### src/rtl/register.sv
// Parameterizable-width load-enable register with synchronous active-low reset.
// data_out is a flop output; there is no combinational path from the inputs to it.
module register #(
   parameter int unsigned       WIDTH       = 16,
   parameter logic [63:0]       RESET_VALUE = '0
) (
   input  logic             clk,
   input  logic             reset,
   input  logic             ctrl,
   input  logic [WIDTH-1:0] data_in,
   output logic [WIDTH-1:0] data_out
);

   localparam logic [WIDTH-1:0] RST_VAL = RESET_VALUE[WIDTH-1:0];

   logic [WIDTH-1:0] data_d;
   logic [WIDTH-1:0] data_q;

   // Ternary rather than if/else so an X on ctrl reaches data_out instead of holding.
   always_comb begin
      data_d = data_q;
      data_d = ctrl ? data_in : data_q;
   end

   always_ff @(posedge clk) begin
      if (!reset) data_q <= RST_VAL;
      else        data_q <= data_d;
   end

   assign data_out = data_q;

endmodule

### config.mk
export PLATFORM = sky130hd
export DESIGN_NAME = register
export DESIGN_NICKNAME = d
export VERILOG_FILES = /design/src/rtl/register.sv
export SDC_FILE = /design/constraint.sdc
export NUM_CORES = 1
export LEC_CHECK = 0
export ABC_AREA = 1
export CAP_MARGIN = 20
export CORE_MARGIN = 1
export CORE_UTILIZATION = 37
export CTS_CLUSTER_DIAMETER = 200
export DETAILED_ROUTE_END_ITERATION = 7
export PLACE_DENSITY_LB_ADDON = 0.3
export SYNTH_ARGS = -nofsm -noshare
export SYNTH_HDL_FRONTEND = slang
export SYNTH_SLANG_ARGS = --single-unit
### constraint.sdc
create_clock -name clk -period 0.8 [get_ports clk]
set_input_delay 0.12 -clock clk [delete_from_list [all_inputs] [get_ports clk]]
set_output_delay 0.12 -clock clk [all_outputs]
set_load 0.01 [all_outputs]
==> metrics.cfg <==
[outcome]
result_of_the_run=finished with violations
violations_in_the_final_reports=negative setup slack

[global_routing]
gr-usage-met1_pct=17.3
grt.busiest_layer=met2
met3_capacity_usage_during_global_routing_pct=5.20
grt_first_pass_wirelength_um=2210
global_route.overflow_total=0
global_route.usage.met2_pct=25.6
grt_usage_pct=15.2
maximum_number_of_pins_on_one_net_before_global_route_repair=33
via_count_of_the_first_global_routing_pass=561
initial_antenna_violation_count=0

[pwr]
power_per_cell_area_nw_per_um2=1610
leakage_power_nw=0.596
peak_supply_drop_uv=1060

[routing]
drt_pass1_iterations=4
drc=0
detail_route.wl_per_cell_um=8.60
route.detailed.vias_per_inst=4.05
postRouteWirelength_um=1410
antenna_violating_nets_post_route=0
first_iter_violations=5
num_vias=664

[setup_path]
crit_path_max_incr_delay_ns=0.34
path_class=flip-flop to primary output
critical_path_arrival_ns=0.73
cp_slowest_cell=sky130_fd_sc_hd__dfxtp_2
cp_max_fo=2
worst_path_dominant_cell_family=flip-flops
worst_setup_path_end_kind=primary output
critical_path.startpoint_type=flip-flop
critical_path.n_buffers_inverters=1
timing.critical_path.required_ns=0.68
worstPathCellList=buf_6

[floorplan]
core_area_um2=1710
floorplan_die_width_um=44.7
fp.dieArea_um2=2000
initial_core_util_pct=39.5
chipHeight_um=44.7
rows=15
io_pins=35

[cells_and_area]
post_route_cells_drive_above_1_share_pct=31.7
area_growth_pct=68.6
layout.cell_area.non_filler_um2=1140
largest_reg_flops=16
fillers=146
count_of_inserted_antenna_diode_cells=0
finish.utilization_pct=66.6
final_cell_count_no_fill=164
final_net_count=159

[clock_tree]
tritoncts_num_sinks=16
cts_made_buffers=3
cts_max_level=1
clock-root-buffer=sky130_fd_sc_hd__clkbuf_4
cts.reportedPaths.clkPinSlew_ns=0.10
holdBufCountCts=0
cts-root-to-sink-buffers=2
tritoncts=built
clock_latency_ns=0.28

[placed_design]
placed_cell_area_um2=1060
globalplace.congestion=0.663
pre_cts_slack_ns=-0.304
port-buffer-count=34
dpl.hpwl_um=1000
dpl.cell_count=160

[yosys]
synthesis.nets=120
yosys-top-cells-area=sky130_fd_sc_hd__dfxtp_1 47%, sky130_fd_sc_hd__nand2_1 18%, sky130_fd_sc_hd__nor2_1 16%, sky130_fd_sc_hd__inv_1 8.9%, sky130_fd_sc_hd__buf_6 5.0%
yosysSeqAreaShare_pct=47.5
ys_warn_count=0
yosysUniqueCellTypes=8
yosys_register_bits=16
synth_top_area_cell=sky130_fd_sc_hd__dfxtp_1
synthesized_instance_count=101
synth_top_area_share_pct=47.5
syn_avg_cell_area_um2=6.68
mappedNetlistArea_um2=674

[sta]
layout_min_cycle_time_ns=0.851
maxSlewHeadroom_pct=91.5
setup_viol=16
finClkSkew_ns=0
worst-slew-pin-transition_ns=0.127
rsz0062_at_grt=yes
setup_tns_ns=-0.713
timing.final.crit_share_pct=106
setup_ws_ns=-0.0506
timing_hold_violations_final=0
slew_violations=0
maximum_frequency_from_static_timing_analysis_mhz=1180

[job]
timing.max_cap.violations=0

[hold_path]
timing.hold.worst.class=input pin to flip-flop

==> per-layer routing <==
layer | share of wire, % | wire length [um] | vias to the layer above
met2 | 46 | 648 | 24
met5 | 0 | 0 | -
met4 | 0.71 | 10 | 0
li1 | - | - | 362
met3 | 8.4 | 118 | 2
met1 | 45 | 633 | 276
==> where the power goes <==
| part | internal [W] | switching (W) |
|---|---|---|
| sequential | 0.000863 | 0.0000386 |
| clock | 0.000276 | 0.000250 |
| combinational | 0.000251 | 0.000156 |
| total | 0.00139 | 0.000445 |
==> worst reg2reg max path: cells and delay by family, from the launching register on <==
| kind | cells | cell delay, ns |
|---|---|---|
| flops | 1 | 0.33 |
| buf+inv | 1 | 0.12 |
| simple gates | 2 | 0.17 |
==> stage by stage <==
step           total power [W]  hold slack, ns
2_1_floorplan          0.00107           0.275
3_3_place_gp           0.00129           0.460
3_5_place_dp           0.00130           0.466
4_1_cts                0.00185           0.419
5_1_grt                0.00193           0.437
6_report               0.00184           0.425
==> cell families (layout without fill, tap and decap cells) <==
family,Yosys count,after routing,synth area share (%)
and+or+nand+nor,64,64,36.7
buffers and inverters,21,59,15.8
DFF,16,16,47.5
==> placed cells by master (no fill, tap or decap) <==
cell                              instances
sky130_fd_sc_hd__nand2_1                 32
sky130_fd_sc_hd__nor2_1                  29
sky130_fd_sc_hd__clkdlybuf4s50_1         17
sky130_fd_sc_hd__inv_1                   16
sky130_fd_sc_hd__dfxtp_2                 16
sky130_fd_sc_hd__buf_6                   16
sky130_fd_sc_hd__nor2_2                   3
sky130_fd_sc_hd__clkbuf_4                 3
sky130_fd_sc_hd__buf_4                    3
sky130_fd_sc_hd__buf_12                   2
sky130_fd_sc_hd__clkbuf_8                 1
sky130_fd_sc_hd__dlygate4sd2_1            1
==> area by class of cell <==
type,instances,area [um2],area share [%]
Timing Repair Buffer,39,422,37.1
Inverter,16,60.1,5.28
Multi-Input combinational cell,64,248,21.8
Sequential cell,16,340,29.9
Clock buffer,4,36.3,3.19
Tap cell,25,31.3,2.75
==> repair_timing <==
| action | CTS | global route |
|---|---|---|
| resized for setup | 97 | 0 |
| setup endpoints to repair | 16 | 16 |
| setup buffers | 0 | 0 |
| pin swaps | 0 | 0 |
==> final timing paths <==
kind	start	end	slack (ns)	cells after the start
worst max-delay path	data_out[2]$_SDFFE_PN0P_	data_out[2]	-0.05	1
worst min-delay path	ctrl	data_out[13]$_SDFFE_PN0P_	0.42	4
worst max register to register	data_out[5]$_SDFFE_PN0P_	data_out[5]$_SDFFE_PN0P_	0.08	3
worst min register to register	data_out[10]$_SDFFE_PN0P_	data_out[10]$_SDFFE_PN0P_	0.48	2
==> synthesized netlist by cell type, drive strengths merged <==
cell type and count:
buf 4, clkbuf 1, dfxtp 16, inv 16
nand2 32, nor2 32
Note: power is estimated with default switching activity, not from simulation.
